$ cat config.mk
export PLATFORM = sky130hd
export DESIGN_NAME = cordic_iter_ctrl
export DESIGN_NICKNAME = d
export VERILOG_FILES = /design/src/rtl/cordic_pkg.sv /design/src/rtl/cordic_iter_cnt.sv /design/src/rtl/cordic_iter_ctrl.sv
export SDC_FILE = /design/constraint.sdc
export NUM_CORES = 1
export LEC_CHECK = 0
export CORE_UTILIZATION = 50
export CTS_CLUSTER_DIAMETER = 150
export CTS_CLUSTER_SIZE = 10
export DETAILED_ROUTE_END_ITERATION = 12
export GPL_TIMING_DRIVEN = 0
export PLACE_DENSITY_LB_ADDON = 0.1
export RECOVER_POWER = 100
export SLEW_MARGIN = 20
export SYNTH_ARGS = -nofsm -noshare
export SYNTH_HDL_FRONTEND = slang
export SYNTH_HIERARCHICAL = 1
export SYNTH_SLANG_ARGS = --single-unit
$ cat constraint.sdc
create_clock -name clk -period 4.5 [get_ports clk]
set_input_delay 0.675 -clock clk [delete_from_list [all_inputs] [get_ports clk]]
set_output_delay 0.675 -clock clk [all_outputs]
set_load 0.02 [all_outputs]
$ cat src/rtl/cordic_pkg.sv
// Shared constants for the CORDIC iteration controller: FSM encoding and
// rotation/vectoring mode values.
package cordic_pkg;

    localparam logic [1:0] ST_IDLE = 2'd0;
    localparam logic [1:0] ST_LOAD = 2'd1;
    localparam logic [1:0] ST_ITER = 2'd2;
    localparam logic [1:0] ST_DONE = 2'd3;

    localparam logic MODE_ROT = 1'b0;
    localparam logic MODE_VEC = 1'b1;

    typedef enum logic [1:0] {
        S_IDLE = ST_IDLE,
        S_LOAD = ST_LOAD,
        S_ITER = ST_ITER,
        S_DONE = ST_DONE
    } cordic_state_e;

endpackage

$ cat src/rtl/cordic_iter_cnt.sv
// Saturating up-counter with synchronous clear; term flags the MAX value,
// beyond which the count never advances.
module cordic_iter_cnt #(
    parameter int W   = 4,
    parameter int MAX = 15
) (
    input  logic         clk,
    input  logic         reset_n,
    input  logic         clr,
    input  logic         inc,
    output logic [W-1:0] cnt,
    output logic         term
);

    localparam logic [W-1:0] MAX_V = W'(MAX);
    localparam logic [W-1:0] ONE_V = W'(1);

    logic [W-1:0] cnt_q;
    logic [W-1:0] cnt_d;

    assign term = (cnt_q == MAX_V);
    assign cnt  = cnt_q;

    // Next count: clear has priority, increment stops at MAX.
    always_comb begin
        cnt_d = cnt_q;
        if (clr) begin
            cnt_d = {W{1'b0}};
        end else if (inc && !term) begin
            cnt_d = cnt_q + ONE_V;
        end else begin
            cnt_d = cnt_q;
        end
    end

    // Count register.
    always_ff @(posedge clk or negedge reset_n) begin
        if (!reset_n) begin
            cnt_q <= {W{1'b0}};
        end else begin
            cnt_q <= cnt_d;
        end
    end

endmodule

$ cat src/rtl/cordic_iter_ctrl.sv
// Sequencer for an iterative CORDIC datapath: load, ITER_N micro-rotations
// with per-step direction, then a completion pulse and sticky stop flag.
module cordic_iter_ctrl
    import cordic_pkg::*;
#(
    parameter int ITER_N = 16,
    parameter int IDX_W  = $clog2(ITER_N),
    parameter int CNT_W  = 5
) (
    input  logic             clk,
    input  logic             reset_n,
    input  logic             start,
    input  logic             mode,
    input  logic             abort,
    input  logic             comp,
    output logic [IDX_W-1:0] i,
    output logic             load,
    output logic             en,
    output logic             dir,
    output logic             busy,
    output logic             done,
    output logic             stop,
    output logic [1:0]       state,
    output logic [CNT_W-1:0] counter
);

    cordic_state_e state_q;
    cordic_state_e state_d;
    logic          accept_s;
    logic          stop_q;
    logic          stop_d;
    logic          mode_q;
    logic          mode_d;
    logic          load_q;
    logic          en_q;
    logic          busy_q;
    logic          done_q;
    logic          idx_term_s;
    logic          idx_clr_s;
    logic          cyc_sat_s;
    logic          cyc_inc_s;

    // Next state; abort wins over start in IDLE and is ignored in DONE.
    always_comb begin
        state_d  = state_q;
        accept_s = 1'b0;
        case (state_q)
            S_IDLE: begin
                if (start && !abort) begin
                    state_d  = S_LOAD;
                    accept_s = 1'b1;
                end else begin
                    state_d = S_IDLE;
                end
            end
            S_LOAD: begin
                if (abort) begin
                    state_d = S_IDLE;
                end else begin
                    state_d = S_ITER;
                end
            end
            S_ITER: begin
                if (abort) begin
                    state_d = S_IDLE;
                end else if (idx_term_s) begin
                    state_d = S_DONE;
                end else begin
                    state_d = S_ITER;
                end
            end
            S_DONE: begin
                state_d = S_IDLE;
            end
            default: begin
                state_d = S_IDLE;
            end
        endcase
    end

    // Sticky stop and latched mode; both change only on accept or completion.
    always_comb begin
        stop_d = stop_q;
        mode_d = mode_q;
        if (accept_s) begin
            stop_d = 1'b0;
            mode_d = mode;
        end else if (state_d == S_DONE) begin
            stop_d = 1'b1;
        end else begin
            stop_d = stop_q;
        end
    end

    // State and output registers, decoded from the next state so every
    // control output is a flop.
    always_ff @(posedge clk or negedge reset_n) begin
        if (!reset_n) begin
            state_q <= S_IDLE;
            stop_q  <= 1'b0;
            mode_q  <= MODE_ROT;
            load_q  <= 1'b0;
            en_q    <= 1'b0;
            busy_q  <= 1'b0;
            done_q  <= 1'b0;
        end else begin
            state_q <= state_d;
            stop_q  <= stop_d;
            mode_q  <= mode_d;
            load_q  <= (state_d == S_LOAD);
            en_q    <= (state_d == S_ITER);
            busy_q  <= (state_d == S_LOAD) || (state_d == S_ITER);
            done_q  <= (state_d == S_DONE);
        end
    end

    // Index runs only across consecutive ITER cycles, so it starts at 0 and
    // is back at 0 in every other state.
    assign idx_clr_s = (state_q != S_ITER) || (state_d != S_ITER);
    assign cyc_inc_s = ((state_q == S_LOAD) || (state_q == S_ITER)) && !abort && !cyc_sat_s;

    cordic_iter_cnt #(
        .W   (IDX_W),
        .MAX (ITER_N - 1)
    ) u_idx_cnt (
        .clk     (clk),
        .reset_n (reset_n),
        .clr     (idx_clr_s),
        .inc     (!idx_clr_s),
        .cnt     (i),
        .term    (idx_term_s)
    );

    cordic_iter_cnt #(
        .W   (CNT_W),
        .MAX ((1 << CNT_W) - 1)
    ) u_cyc_cnt (
        .clk     (clk),
        .reset_n (reset_n),
        .clr     (accept_s),
        .inc     (cyc_inc_s),
        .cnt     (counter),
        .term    (cyc_sat_s)
    );

    assign dir   = en_q & ((mode_q == MODE_VEC) ? comp : ~comp);
    assign load  = load_q;
    assign en    = en_q;
    assign busy  = busy_q;
    assign done  = done_q;
    assign stop  = stop_q;
    assign state = state_q;

endmodule

==> metrics.md <==
| Metric | Value |
|---|---|
| Slowest CP cell | `dlygate4sd3_1` |
| Fin nets | `approximately 120` |
| R2R Setup Slk | `2.30 ns` |
| Internal | `217 µW` |
| Die H | `44.1 µm` |
| Yosys warning count | `6` |
| First-pass GRT wire length | `2.70 mm` |
| Required time worst endpoint | `between 3 and 4 ns` |
| Clk buf depth | `2` |
| Largest cells by area after synthesis | `dfrtp_1 48%, ha_1 9.9%, mux2i_1 3.4%` |
| Syn avg cell area | `between 10 and 15 µm²` |
| WS Path Type | `in2out` |
| Hold Path Stages | `1` |
| Min cycle time layout | `between 2 and 3 ns` |
| Synth Cell Area | `a little under 900 µm²` |
| Nature of the critical path endpoint | `output pin` |
| Post-Synth Simple-Gate Area | `25.1%` |
| Layout cells sized above 1 | `8.91%` |
| Post-route ant nets | `0` |
| Min Hold Slack | `0.491 ns` |
| Final wirelength | `between 1.5 and 2 mm` |
| Critical Path Max Stage Delay | `0.66 ns` |
| GP Congestion | `~0.8` |
| Post-synthesis cell count | `75` |
| Via Count | `630` |
| Post-synthesis mux area share | `6.77%` |
| Hold Crit Class | `reg2reg` |
| Worst IR Drop VDD | `around 0.00019 V` |
| Multi-input logic area | `415 µm²` |
| Violated checks | `DRC` |
| Row count | `14` |
| Synth unique cells | `31` |
| FF-to-FF End | `u_cyc_cnt/cnt[3]` |
| Clk network pwr share | `27.5%` |
| Gr ovfl total | `0` |
| I/O pins | `23` |
| Synth Area in Compound Gates | `4.65%` |
| Hold Crit Endpoint | `stop` |
| Port Buf Inserts | `22` |
| Register area share after synthesis | `between 40% and 50%` |
| GRT Overall Usage | `just under 20%` |
| Clk sink count | `17` |
| Critical Path AT | `between 2 and 2.5 ns` |
| Cell Chain, Critical Path | `clkdlybuf4s50_1, xnor2_1, and2_1, dlygate4sd3_1` |
| Area share of fa/ha/maj cells after synthesis | `9.87%` |
| Worst-path maximum fanout | `1` |
| Relative slew slack | `~50%` |
| H-tree levels | `1` |
| Postcts setup bufs | `0` |
| CTS tree | `built` |
| Worst reg2reg path depth | `8` |
| Clock root buffer | `clkbuf_4` |
| Flop pwr share | `56.0%` |
| Final setup fails | `0` |
| Clk Latency, worst-skew pair | `0.29 ns` |
| Worst Skew | `0.00641 ns` |
| F_max | `0.363 GHz` |
| Worst Max-Slew Pin Slew | `about 0.76 ns` |
| Final setup TNS | `0 ns` |
| Number of vias per cell | `5.38` |
| Startpoint types | `input pin` |
| Final period util | `61.2%` |
| R2r startpoint | `u_cyc_cnt/cnt[0]` |
| Number of global-route vias before repair | `approximately 630` |
| Slew Viols, Final | `0` |
| CP bufs+invs | `2` |
| Top-area cell type share of the netlist area | `48.0%` |
| Fillers | `125` |
| Drt first pass iters | `9` |
| Comb power frac | `between 15 and 20%` |
| Status | `finished with violations` |
| Initial antenna violation count | `0` |
| Leakage | `0.582 nW` |
| Sw Ratio | `27.6%` |
| Unrepaired setup endpoints after global routing | `no` |
| Reg area | `425 µm²` |
| # resized after CTS | `0` |
| CP top delay family | `buffers and inverters` |
| HPWL Detailed | `1.20 mm` |
| Dominant cell type by area after synthesis | `dfrtp_1` |
| Residual DRC | `1` |
| Chip width | `44.1 µm` |
| Hold path start | `stop` |
| Clock-pin slew on the worst setup and hold paths | `0.10 ns` |
| Maxcap violations | `0` |
| Core area | `0.00158 mm²` |
| Iteration-0 DRC Markers | `6` |
| N_diodes | `0` |
| CTS Buf Count | `3` |
| #FFs+latches synth | `17` |
| Initial Util | `56.3%` |
| Die ar. | `just under 0.002 mm²` |
| Wire per inst | `roughly 14 µm` |
| Largest net degree at the start of global routing | `18` |
| Synth Area in XOR/XNOR | `2.96%` |
| Post-CTS Hold Buffers | `0` |
| Syn Nets | `88` |
| Largest family of logic cells by synthesized area | `simple AND/OR/NAND/NOR gates` |
| NetSw | `between 80 and 90 µW` |
| Pwr dens | `265 mW/mm²` |
| Final Hold Viols | `0` |
| Layout area overhead | `27.5%` |
==> metrics by stage <==
step | total power [mW] | utilization (%) | cell area [µm²] | std cells | setup slack [ns]
after floorplan | 0.199 | - | 887 | 75 | 2.48
after global placement | 0.223 | 71.5 | 1130 | 113 | 1.86
after detailed placement | 0.225 | 71.5 | 1130 | 113 | 1.80
after CTS | 0.309 | 73.3 | 1150 | 117 | 1.80
after global routing | 0.313 | 71.7 | 1130 | 117 | 1.71
final | 0.300 | 71.7 | 1130 | 117 | 1.75
==> state kept, by name, indices dropped and copies added, names as in the netlist <==
signal,flops
done,1
u_cyc_cnt/cnt,5
mode_q,1
u_idx_cnt/cnt,4
en,1
load,1
stop,1
busy,1
state,2
==> power groups by stage <==
| stage | combinational, mW | clock, mW | sequential, mW |
|---|---|---|---|
| after floorplan | 0.0205 | 0 | 0.178 |
| after global placement | 0.0528 | 0 | 0.171 |
| after detailed placement | 0.0540 | 0 | 0.171 |
| after CTS | 0.0545 | 0.0856 | 0.168 |
| after global routing | 0.0534 | 0.0910 | 0.169 |
| final | 0.0494 | 0.0824 | 0.168 |
==> synthesized netlist by cell type, drive strengths merged <==
library cell / count
xnor2: 1
o21ai: 2
mux2i: 3
nor2b: 2
and4b: 1
clkbuf: 1
inv: 5
and3: 2
dfrtp: 17
ha: 7
and2: 2
nand4: 1
nor4b: 1
nor2: 6
mux2: 2
a21oi: 3
nand3b: 3
xor2: 2
and4bb: 1
nor3b: 1
o41ai: 1
o21a: 1
nor3: 2
nand3: 1
nor4: 1
nand2b: 4
or3: 1
or2: 1
==> cells in the final DEF, fill, tap and decap left out, drive strengths merged <==
master	n
clkbuf	4
and4b	1
clkdlybuf4s50	3
o21a	1
a21oi	3
o41ai	1
mux2i	3
dfrtp	17
nand4	1
nor2	6
nand2b	4
and2	2
or3	1
and4bb	1
nor4	1
inv	5
mux2	2
nor4b	1
nand3	1
or2	1
clkinv	1
xor2	2
nor3	2
nand3b	3
nor2b	2
dlygate4sd3	19
xnor2	1
ha	7
nor3b	1
o21ai	2
and3	2
==> routing by layer <==
| metal | up-vias | routed length, µm | share of wire [%] | track usage [%] |
|---|---|---|---|---|
| met2 | 17 | 784 | 49 | 32.4 |
| met3 | 6 | 56 | 3.5 | 2.45 |
| met4 | 0 | 51 | 3.2 | 14.5 |
| li1 | 313 | - | - | - |
| met1 | 294 | 707 | 44 | 23.3 |
| met5 | - | 0 | 0 | 0 |
==> layout make-up <==
class	count	share of cell area, %
flip-flops and latches	17	37.6
multi-input cells	52	36.7
repair buffers	22	19.5
clock buffers	3	1.99
well taps	16	1.77
inverters	5	1.66
clock inverters	1	0.442
plain buffers	1	0.332
==> worst max-delay path by stage <==
stage	from	to	slack, ns	depth (start not counted)
floorplan	u_cyc_cnt/cnt[0]	u_cyc_cnt/cnt[3]	2.48	8
global route	comp	dir	1.71	4
CTS	comp	dir	1.80	4
detailed placement	comp	dir	1.80	4
finish	comp	dir	1.75	4
global placement	comp	dir	1.86	4
==> kinds of logic (layout without fill, tap and decap cells) <==
logic type,count (synthesis),in the layout
xor+xnor,3,3
mux,5,5
simple gates,30,30
flops,17,17
fa+ha+maj,7,7
buf+inv,6,32
compound gates,7,7
==> worst register-to-register path, cell delays in order, from the launching register on <==
cell      delay [ns]
dfrtp_1         0.43
ha_1            0.23
and3_1          0.17
ha_1            0.21
nor3b_1         0.29
nand2b_1        0.11
clkbuf_1        0.18
or3_1           0.37
a21oi_1         0.15
No activity file was read; power rests on OpenSTA's default activity.
==> RTL edit 1: new RTL, same flow settings <==
`ITER_N`: 16 -> 32.
--- a/src/rtl/cordic_iter_ctrl.sv
+++ b/src/rtl/cordic_iter_ctrl.sv
@@ -3,7 +3,7 @@
 module cordic_iter_ctrl
     import cordic_pkg::*;
 #(
-    parameter int ITER_N = 16,
+    parameter int ITER_N = 32,
     parameter int IDX_W  = $clog2(ITER_N),
     parameter int CNT_W  = 5
 ) (
Ports: changed (resized i); port bits go from 23 to 24. No check against the original RTL was run, so the function may have changed too.
==> RTL edit 1 against the original RTL <==
Worst setup slack better by 47 ps; cell count increased by 11%; worst hold slack improved by 7.3 ps; clock power up 20%; wire length fell by 0.13%; total power grew 8.2%; core utilization down 2.4 points; final area grew 4.6%; sequential cell count increased by 1; global-route usage decreased by 1.7 points; area after synthesis up 2.3%; synthesized cell count rose by 4.0%; largest cell class unchanged.
==> RTL edit 1: results (changes against the original RTL) <==
status finished clean; Final Wtd Congestion 0.760 (-6.7%); Cells after Synth 78 (+4.0%); Fill cells 139 (+11%); yosys warns 6 (unchanged); Num CTS Buffers 3 (unchanged); antenna violations before repair 0 (unchanged); Clk Latency, worst-skew pair 290 ps (about the same); Hold Crit Class reg2reg; P_int 242 uW (+12%); cts repair resizes 0 (unchanged); vias in the first global route 627 (+0.16%); Crit Path Max Fanout 1 (unchanged); Placement Setup Slack 1860 ps (+54.8 ps); P_leak 0.000621 uW (+6.8%); Post-synth top flop dfrtp_1; Post-CTS Setup Bufs 0 (unchanged); Port Buffer Count 23 (+4.5%); Reg clk slew, reported paths 100 ps (about the same); H-tree levels 1 (unchanged); Fin. Hold Viols 0 (unchanged); Setup Skew 6.41 ps (+0.00208 ps); first-pass GRT wire length 2.60 mm (-3.8%); CP max stage delay 660 ps (about the same); DR pass1 iterations 3 (-6); comb pwr 49.2 uW; share of cells above drive strength 1 5.71% (-3.2 points); post-synthesis sequential area ratio 49.7% (+1.7 points); Synth top cells by count dfrtp_1 (18), nor2_1 (9), ha_1 (8); Iter 0 DRT Violations 5 (-1); vias 644 (+2.2%); Reg power frac 54.5% (-1.5 points); Total GRT Usage 17.9% (-1.7 points); Synth cell types 25 (-19%); largest net degree at the start of global routing 19 (+1); Combinational Power Share 15.2% (-1.3 points); Cells after DPL 126 (+12%); Synth area leaders dfrtp_1 (50%), ha_1 (11%), mux2i_1 (4.4%); critical path arrival 2030 ps (-50 ps); Root Driver clkbuf_4; CP top delay family buffers and inverters; Max IR drop VDD 0.223 mV (+16%); slowest CP cell dlygate4sd3_1; wire per inst 12.3 um (-10%); via density per instance 4.95 (-8.0%); clk buf depth 2 (unchanged); Slew headroom 46.6% (-2.7 points); detailed placer's ending HPWL 1.18 mm (-1.2%); Final nets 120 (+4.3%); Post-synth ARST share 100% (unchanged); Placed Area 1170 sq um (+3.7%); Post-Syn Nets 92 (+4.5%); ant diodes 0 (unchanged)
-- RTL edit 1: cell types whose count changed in the layout (fill, tap and decap cells not counted), sizes merged, moves of 2 or more --
cell	unedited run	this run
nor2b	2	0
nor2	6	9
xor2	2	4
clkbuf	4	6
-- RTL edit 1: area by class of cell --
class,count,area [sq um],share of cell area (%)
Clock buffer,4,36.3,3.07
Timing Repair Buffer,23,230,19.5
Buffer,2,7.51,0.634
Inverter,5,18.8,1.59
Multi-Input combinational cell,53,409,34.6
Sequential cell,18,450,38.1
Tap cell,25,31.3,2.64
-- RTL edit 1: cells by family (layout without fill, tap and decap cells) --
kind of cell | count (synthesis) | count (layout) | synth area share, %
DFF | 18 | 18 | 49.7
AOI/OAI and AO/OA | 6 | 6 | 4.00
and+or+nand+nor | 29 | 29 | 21.2
adders and majority gates | 8 | 8 | 11.0
xor gates and xnor gates | 5 | 5 | 4.83
muxes | 5 | 5 | 6.07
buffers and inverters | 7 | 34 | 3.17
-- RTL edit 1: path summary, 6_finish.rpt --
check,startpoint,endpoint,slack (ps),cells past startpoint
min in group asynchronous,reset_n,load$_DFF_PN0_,910,1
worst min-delay path,stop$_DFFE_PN0P_,stop$_DFFE_PN0P_,500,1
worst max register to register,u_idx_cnt/cnt[0]$_DFFE_PN0P_,u_idx_cnt/cnt[3]$_DFFE_PN0P_,2160,8
worst min register to register,stop$_DFFE_PN0P_,stop$_DFFE_PN0P_,500,1
max in group asynchronous,reset_n,u_cyc_cnt/cnt[3]$_DFFE_PN0P_,3100,1
worst max-delay path,comp,dir,1790,4
-- RTL edit 1: routing by layer --
layer	up-vias	wire length, um	global-route usage (%)
met5	-	0	0
met2	17	791	31.2
met3	2	86	3.67
li1	326	-	-
met1	299	705	22.3
met4	0	14	5.45
==> RTL edit 2: new RTL, same flow settings <==
Made on the original files. Register the output `counter`, with the module's reset; this adds one clock of latency there. The other outputs are not delayed to match.
--- a/src/rtl/cordic_iter_ctrl.sv
+++ b/src/rtl/cordic_iter_ctrl.sv
@@ -23,6 +23,8 @@
     output logic [1:0]       state,
     output logic [CNT_W-1:0] counter
 );
+
+    logic [CNT_W-1:0] counter_d;
 
     cordic_state_e state_q;
     cordic_state_e state_d;
@@ -139,7 +141,7 @@
         .reset_n (reset_n),
         .clr     (accept_s),
         .inc     (cyc_inc_s),
-        .cnt     (counter),
+        .cnt     (counter_d),
         .term    (cyc_sat_s)
     );
 
@@ -151,5 +153,13 @@
     assign stop  = stop_q;
     assign state = state_q;
 
+    always_ff @(posedge clk or negedge reset_n) begin
+        if (!reset_n) begin
+            counter <= '0;
+        end else begin
+            counter <= counter_d;
+        end
+    end
+
 endmodule
 
Function: changed (a bounded check fails within 4 cycles, from zero or initial values and one cycle with reset_n low).
==> RTL edit 2 against the original RTL <==
Final area rose by 12%; area after synthesis rose by 14%; total power increased by 24%; global-route usage is 0.65 points lower; largest power group unchanged; wire length up 5.0%; worst setup slack lost 17 ps; sequential cell count rose by 5.
==> RTL edit 2: results (changes against the original RTL) <==
met2 GRT Util 32.5% (+0.15 points); Synth Area in Adders 8.65% (-1.2 points); Hold Path End counter[3]$_DFF_PN0_; status finished clean; share of cells above drive strength 1 8.49% (-0.42 points); DR pass1 iterations 1 (-8); Post-Syn Nets 93 (+5.7%); WL met1 731 um (+3.4%); Placement Setup Slack 1780 ps (-17.8 ps); post-synthesis sequential area ratio 54.4% (+6.4 points); first-pass GRT wire length 2.82 mm (+4.4%); met1 GRT Util 23.2% (-0.071 points); Setup Skew 11.9 ps (+5.52 ps); grt met3 use 3.46% (+1.0 points); vias in the first global route 675 (+7.8%); P_leak 0.000650 uW (+12%); Worst Hold Depth 0 (-1); Slew @ Worst Pin 1110 ps (+356 ps); R2R cell count 5 (-3); Post-Synth XOR/XNOR Area 2.60% (-0.37 points); critical path arrival 2100 ps (+20 ps); Cells after DPL 127 (+12%); largest net degree at the start of global routing 23 (+5); period utilization 61.6% (+0.39 points); Min-Delay Startpoint u_cyc_cnt/cnt[3]$_DFFE_PN0P_
-- RTL edit 2: cell count changes after synthesis, sizes merged --
cell / unedited run / this run
dfrtp: 17 / 22
-- RTL edit 2: cell type report --
class,instances,share of cell area (%)
Buffer,1,0.296
Clock buffer,4,2.87
Inverter,5,1.48
Multi-Input combinational cell,52,32.5
Sequential cell,22,43.5
Tap cell,25,2.47
Timing Repair Buffer,22,16.9
-- RTL edit 2: per-stage QoR --
| stage | power (uW) | instance area (sq um) |
|---|---|---|
| CTS | 386 | 1300 |
| detailed placement | 278 | 1260 |
| finish | 373 | 1270 |
| global route | 393 | 1270 |
| global placement | 275 | 1260 |
| floorplan | 250 | 1010 |
-- RTL edit 2: where the power goes --
part	internal (uW)	total (uW)	switching [uW]
combinational	22.9	49.3	26.4
clock	49.3	106	56.4
sequential	210	218	8.16
total	282	373	90.9
-- RTL edit 2: worst register-to-register path, stage by stage, from the launching register on --
cell,delay (ps)
dfrtp_1,440
ha_1,250
and3_4,170
nor4b_1,590
nor2b_1,330
mux2_4,320
